--- src/rtl/bcd_rounding_pkg.sv ---
// bcd_rounding_pkg: shared types and constants for the six-digit BCD rounder.
//   state_t  FSM states IDLE/RIPPLE/FINISH
//   digit_t  one packed BCD digit
package bcd_rounding_pkg;
    localparam int DIGIT_W         = 4;
    localparam int NUM_DIGITS      = 6;
    localparam int BCD_MAX         = 9;
    localparam int ROUND_THRESHOLD = 5;
    localparam int RIPPLE_CYCLES   = 5;
    typedef enum logic [1:0] {IDLE, RIPPLE, FINISH} state_t;
    typedef logic [DIGIT_W-1:0] digit_t;
endpackage

--- src/rtl/bcd_rounding_if.sv ---
// bcd_rounding_if: request/result bundle of the BCD rounder.
//   start, *_in   request strobe and the six input digits (master drives)
//   *_out, done   rounded digits and one-cycle completion pulse (slave drives)
interface bcd_rounding_if;
    logic start;
    logic done;
    bcd_rounding_pkg::digit_t hundred_thousands_in, ten_thousands_in, thousands_in;
    bcd_rounding_pkg::digit_t hundreds_in, tens_in, units_in;
    bcd_rounding_pkg::digit_t hundred_thousands_out, ten_thousands_out, thousands_out;
    bcd_rounding_pkg::digit_t hundreds_out, tens_out, units_out;
    modport master (
        output start, hundred_thousands_in, ten_thousands_in, thousands_in,
               hundreds_in, tens_in, units_in,
        input  done, hundred_thousands_out, ten_thousands_out, thousands_out,
               hundreds_out, tens_out, units_out
    );
    modport slave (
        input  start, hundred_thousands_in, ten_thousands_in, thousands_in,
               hundreds_in, tens_in, units_in,
        output done, hundred_thousands_out, ten_thousands_out, thousands_out,
               hundreds_out, tens_out, units_out
    );
endinterface

--- src/rtl/bcd_rounding_digit_inc.sv ---
// bcd_digit_inc: one digit of the carry ripple.
//   digit, carry_in       digit under test and incoming carry
//   digit_out, carry_out  incremented (or wrapped) digit and outgoing carry
// Any digit >= 9, including non-BCD codes, wraps to 0 so the result is always defined.
module bcd_digit_inc
    import bcd_rounding_pkg::*;
(
    input  digit_t digit,
    input  logic   carry_in,
    output digit_t digit_out,
    output logic   carry_out
);
    logic wrap;
    assign wrap      = digit >= digit_t'(BCD_MAX);
    assign carry_out = carry_in & wrap;
    assign digit_out = !carry_in ? digit : wrap ? '0 : digit + digit_t'(1);
endmodule

--- src/rtl/bcd_rounding.sv ---
// bcd_rounding: rounds a six-digit packed-BCD value to the nearest ten (half-up).
//   clk, rst  clock and synchronous active-high reset
//   bus       slave side of bcd_rounding_if (start/digits in, digits/done out)
// Start on E0 is followed by five ripple cycles (tens..hundred_thousands) and
// the registered result with done on E6.
module bcd_rounding
    import bcd_rounding_pkg::*;
(
    input  logic           clk,
    input  logic           rst,
    bcd_rounding_if.slave  bus
);
    state_t     state;
    digit_t     dig [NUM_DIGITS];
    logic       carry;
    logic [2:0] idx;
    digit_t     inc_out;
    logic       inc_carry;

    // single shared incrementer, steered to the current digit by idx
    bcd_digit_inc u_inc (
        .digit     (dig[idx]),
        .carry_in  (carry),
        .digit_out (inc_out),
        .carry_out (inc_carry)
    );

    always_ff @(posedge clk) begin
        if (rst) begin
            state                     <= IDLE;
            dig                       <= '{default: '0};
            carry                     <= 1'b0;
            idx                       <= '0;
            bus.done                  <= 1'b0;
            bus.hundred_thousands_out <= '0;
            bus.ten_thousands_out     <= '0;
            bus.thousands_out         <= '0;
            bus.hundreds_out          <= '0;
            bus.tens_out              <= '0;
            bus.units_out             <= '0;
        end else begin
            case (state)
                IDLE: begin
                    bus.done <= 1'b0;
                    if (bus.start) begin
                        dig   <= '{bus.units_in, bus.tens_in, bus.hundreds_in,
                                   bus.thousands_in, bus.ten_thousands_in,
                                   bus.hundred_thousands_in};
                        carry <= bus.units_in >= digit_t'(ROUND_THRESHOLD);
                        idx   <= 3'd1;
                        state <= RIPPLE;
                    end
                end
                RIPPLE: begin
                    dig[idx] <= inc_out;
                    carry    <= inc_carry;
                    idx      <= idx + 3'd1;
                    if (idx == 3'(RIPPLE_CYCLES)) state <= FINISH;
                end
                FINISH: begin
                    // carry out of the top digit saturates to 999990
                    bus.hundred_thousands_out <= carry ? digit_t'(BCD_MAX) : dig[5];
                    bus.ten_thousands_out     <= carry ? digit_t'(BCD_MAX) : dig[4];
                    bus.thousands_out         <= carry ? digit_t'(BCD_MAX) : dig[3];
                    bus.hundreds_out          <= carry ? digit_t'(BCD_MAX) : dig[2];
                    bus.tens_out              <= carry ? digit_t'(BCD_MAX) : dig[1];
                    bus.units_out             <= '0;
                    bus.done                  <= 1'b1;
                    state                     <= IDLE;
                end
                default: state <= IDLE;
            endcase
        end
    end
endmodule

--- src/flat_wrapper.sv ---
// flat-port wrapper written by rule: the top's interface ports become plain ports
module bcd_rounding_flat import bcd_rounding_pkg::*;
  (clk, rst, bus_start, bus_hundred_thousands_in, bus_ten_thousands_in, bus_thousands_in, bus_hundreds_in, bus_tens_in, bus_units_in, bus_done, bus_hundred_thousands_out, bus_ten_thousands_out, bus_thousands_out, bus_hundreds_out, bus_tens_out, bus_units_out);
  bcd_rounding_if bus_i ();
  input  logic clk;
  input  logic rst;
  input wire logic [$bits(bus_i.start)-1:0] bus_start;
  input wire logic [$bits(bus_i.hundred_thousands_in)-1:0] bus_hundred_thousands_in;
  input wire logic [$bits(bus_i.ten_thousands_in)-1:0] bus_ten_thousands_in;
  input wire logic [$bits(bus_i.thousands_in)-1:0] bus_thousands_in;
  input wire logic [$bits(bus_i.hundreds_in)-1:0] bus_hundreds_in;
  input wire logic [$bits(bus_i.tens_in)-1:0] bus_tens_in;
  input wire logic [$bits(bus_i.units_in)-1:0] bus_units_in;
  output wire logic [$bits(bus_i.done)-1:0] bus_done;
  output wire logic [$bits(bus_i.hundred_thousands_out)-1:0] bus_hundred_thousands_out;
  output wire logic [$bits(bus_i.ten_thousands_out)-1:0] bus_ten_thousands_out;
  output wire logic [$bits(bus_i.thousands_out)-1:0] bus_thousands_out;
  output wire logic [$bits(bus_i.hundreds_out)-1:0] bus_hundreds_out;
  output wire logic [$bits(bus_i.tens_out)-1:0] bus_tens_out;
  output wire logic [$bits(bus_i.units_out)-1:0] bus_units_out;
  assign bus_i.start = bus_start;
  assign bus_i.hundred_thousands_in = bus_hundred_thousands_in;
  assign bus_i.ten_thousands_in = bus_ten_thousands_in;
  assign bus_i.thousands_in = bus_thousands_in;
  assign bus_i.hundreds_in = bus_hundreds_in;
  assign bus_i.tens_in = bus_tens_in;
  assign bus_i.units_in = bus_units_in;
  assign bus_done = bus_i.done;
  assign bus_hundred_thousands_out = bus_i.hundred_thousands_out;
  assign bus_ten_thousands_out = bus_i.ten_thousands_out;
  assign bus_thousands_out = bus_i.thousands_out;
  assign bus_hundreds_out = bus_i.hundreds_out;
  assign bus_tens_out = bus_i.tens_out;
  assign bus_units_out = bus_i.units_out;
  bcd_rounding u_core (.clk(clk), .rst(rst), .bus(bus_i));
endmodule
--- config.mk ---
export PLATFORM = sky130hd
export DESIGN_NAME = bcd_rounding_flat
export DESIGN_NICKNAME = d
export VERILOG_FILES = /design/src/rtl/bcd_rounding_pkg.sv /design/src/rtl/bcd_rounding_if.sv /design/src/rtl/bcd_rounding_digit_inc.sv /design/src/rtl/bcd_rounding.sv /design/src/flat_wrapper.sv
export SDC_FILE = /design/constraint.sdc
export NUM_CORES = 1
export LEC_CHECK = 0
export CAP_MARGIN = 20
export CORE_ASPECT_RATIO = 0.9
export CORE_MARGIN = 10
export CORE_UTILIZATION = 30
export CTS_CLUSTER_SIZE = 8
export DETAILED_ROUTE_END_ITERATION = 8
export PLACE_DENSITY_LB_ADDON = 0.12
export SKIP_LAST_GASP = 1
export SLEW_MARGIN = 5
export SYNTH_ARGS = -nofsm -noshare
export SYNTH_HDL_FRONTEND = slang
export SYNTH_SLANG_ARGS = --single-unit
--- constraint.sdc ---
create_clock -name clk -period 3.5 [get_ports clk]
set_input_delay 0.875 -clock clk [delete_from_list [all_inputs] [get_ports clk]]
set_output_delay 0.875 -clock clk [all_outputs]
set_load 0.01 [all_outputs]
==> results.md <==
* Status: finished clean
* Register area at 1020 µm²
* Pre-CTS setup slack at 392 ps
* Placed cells at 417
* Cell taking the most area after synthesis: dfxtp_1
* Wire length per cell at 18.9 µm
* Clk_lat worst skew at 310 ps
* Vias per Instance at 5.53
* CTS tree: built
* Hold Buf Count CTS at 0
* Final #Nets at 357
* Fmax at 0.316 GHz
* Kind of critical path: reg -> reg
* Core ar. at 8070 µm²
* Floorplan row count at 31
* Count leader, synth: dfxtp_1
* Post-placement cell area at 3000 µm²
* Yosys warns at 0
* Worst Tran Pin Value at 1010 ps
* Area growth, synth to finish at 24.0%
* Syn avg cell area at 8.62 µm²
* Largest net degree at the start of global routing at 54
* Root buf cell: clkbuf_8
* Unrepaired setup endpoints after global routing: no
* Period minus WS final at 3170 ps
* Clk pwr share at 0.295
* Tcrit/Tclk final at 0.905
* Filler cells at 871
* Initial drt markers at 206
* Total gr overflow at 0
* Initial core utilization at 0.309
* Non-filler cells, final at 425
* Clk_skew at 5.61 ps
* Clk sinks at 51
* Top cell type's share of synthesized area at 0.410
* Design Area, Final at 3090 µm²
* Drt pass-1 iters at 5
* Ant. Diodes at 0
* Post-synth EDFFs at 0
* Flops & latches, synth at 51
* Startpoint Class: flop
* P_int at 835 µW
* CTS H-Tree Depth at 2
* Routed WL at 8.01 mm
* WP data required at 3710 ps
* Slew HR at 0.326
* Die Area at 12400 µm²
* Top post-synthesis cells by area: dfxtp_1, o32ai_1, a21oi_1
* Finish-stage setup viols at 0
* Hold/Removal Path Class: reg -> reg
* CTS resizes at 0
* Unique masters post-synth at 46
* Die Wd at 116 µm
* GPL Wtd Cong at 0.853
* Die Ht at 106 µm
* Setup TNS at 0 ps
* Final hold violations at 0
* DRC at 0
* Number of buffers added for setup after CTS at 0
* Leakage at 0.00107 µW
* Max_cap viols at 0
* Worst-path clk slew at 100 ps
* Port buffer count at 47
* Critical path arrival at 3380 ps
* Seq pwr share at 0.533
* Tot GR Track Use at 0.127
* CTS Buf Count at 5
* Synthesized cell area at 2490 µm²
* Layout cells sized above 1 at 0.0767
* Final WS setup at 332 ps
* Worst vdd ir at 0.159 mV
* Cell Pwr Density at 385 nW/µm²
* First-pass GRT wire length at 12.7 mm
* Total number of vias at 2350
* Comb pwr share at 0.172
* Initial antenna violation count at 0
* Top post-synthesis cells by count: dfxtp_1, a21oi_1, nand2_1
* Asr flop ratio synth at 0
* Sequential fraction of the synthesis area at 0.410
* Vias in the first global route at 2346
* Cells after Synth at 289
* Dpl hpwl at 5.83 mm
* Sw Share at 0.298
* Worst-path maximum fanout at 24
* Top-level I/O count at 52
* Sw Pwr at 354 µW
* Ys flop type: dfxtp_1
* Routed Antenna Nets at 0
* Clock Path Buffers at 2
* Final Slew Violations at 0
* Worst setup EP type: flop
* Multi-input logic area at 1330 µm²
-- sequential cells by signal (all words and copies together), names as in the netlist --
signal                            count
u_core.bus.thousands_out              4
u_core.bus.done                       1
u_core.state                          2
u_core.bus.tens_out                   4
u_core.bus.hundred_thousands_out      4
u_core.carry                          1
u_core.dig                           24
u_core.idx                            3
u_core.bus.ten_thousands_out          4
u_core.bus.hundreds_out               4
-- final cells by class --
type | count | area share
timing repair buffer | 52 | 0.164
clock buffer | 5 | 0.0223
clock inverter | 3 | 0.00607
multi-input combinational | 209 | 0.430
sequential | 51 | 0.330
tap | 99 | 0.0401
inverter | 6 | 0.00728
-- worst max-delay path, cell delays in order, from the launching register on --
cell and delay, ps:
dfxtp_1 870, mux2_2 420, a222oi_1 580, inv_1 160
ha_1 220, inv_1 50, a31o_2 160, nor2_1 130
buf_6 210, o32ai_1 270
-- layout by cell type, fill, tap and decap left out, types with 3 or more instances in the layout --
master and count:
nor3_1 9, a22oi_1 17, o21ai_0 9, nor2_1 17
nor2b_1 7, nand2b_1 3, mux2i_1 4, a31oi_1 3
dfxtp_1 51, a21oi_1 26, inv_1 6, clkbuf_8 5
mux2_2 7, nand3_1 13, buf_4 4, nand2_1 26
a211oi_1 3, and3_1 5, conb_1 4, ha_1 5
o32ai_1 18, o22ai_1 6, clkdlybuf4s50_1 46
-- metal layers --
layer / global-route usage / share of wire / routed length (µm) / up-vias
met5: 0 / 0 / 0 / -
met4: 0.0241 / 0.0064 / 51 / 0
met3: 0.0354 / 0.072 / 573 / 7
met2: 0.195 / 0.44 / 3510 / 77
met1: 0.173 / 0.48 / 3870 / 1127
li1: - / - / - / 1139
-- per-stage QoR --
stage / utilization / total power, µW / hold slack (ps)
2_1_floorplan: - / 772 / 455
3_3_place_gp: 0.371 / 847 / 439
3_5_place_dp: 0.372 / 848 / 443
4_1_cts: 0.383 / 1200 / 457
5_1_grt: 0.383 / 1240 / 473
6_report: 0.383 / 1190 / 453
-- power groups by stage --
stage | sequential [µW] | combinational, µW | clock [µW]
5_1_grt | 637 | 225 | 380
3_5_place_dp | 646 | 203 | 0
3_3_place_gp | 647 | 201 | 0
2_1_floorplan | 629 | 143 | 0
4_1_cts | 632 | 203 | 360
6_report | 633 | 205 | 350
-- path summary, 6_finish.rpt --
| check | startpoint | endpoint | slack (ps) | depth (start not counted) |
|---|---|---|---|---|
| worst max-delay path | u_core.idx[0]$_SDFFE_PP0P_ | u_core.dig[21]$_SDFFE_PP0P_ | 330 | 9 |
| worst min-delay path | u_core.bus.tens_out[2]$_SDFFE_PP0P_ | u_core.bus.tens_out[2]$_SDFFE_PP0P_ | 450 | 2 |
| worst max register to register | u_core.idx[0]$_SDFFE_PP0P_ | u_core.dig[21]$_SDFFE_PP0P_ | 330 | 9 |
| worst min register to register | u_core.bus.tens_out[2]$_SDFFE_PP0P_ | u_core.bus.tens_out[2]$_SDFFE_PP0P_ | 450 | 2 |
-- cells by family (layout without fill, tap and decap cells) --
logic type | count (synthesis) | after routing | synth area share
AO/OA/AOI/OAI | 95 | 95 | 0.261
adder cells (fa/ha/maj) | 5 | 5 | 0.0251
other | 1 | 4 | 0.00150
buffers and inverters | 32 | 66 | 0.0612
flip-flops | 51 | 51 | 0.410
XOR/XNOR | 2 | 2 | 0.00703
multiplexers | 12 | 12 | 0.0537
AND/OR/NAND/NOR | 91 | 91 | 0.181
No activity file was read; power rests on OpenSTA's default activity.
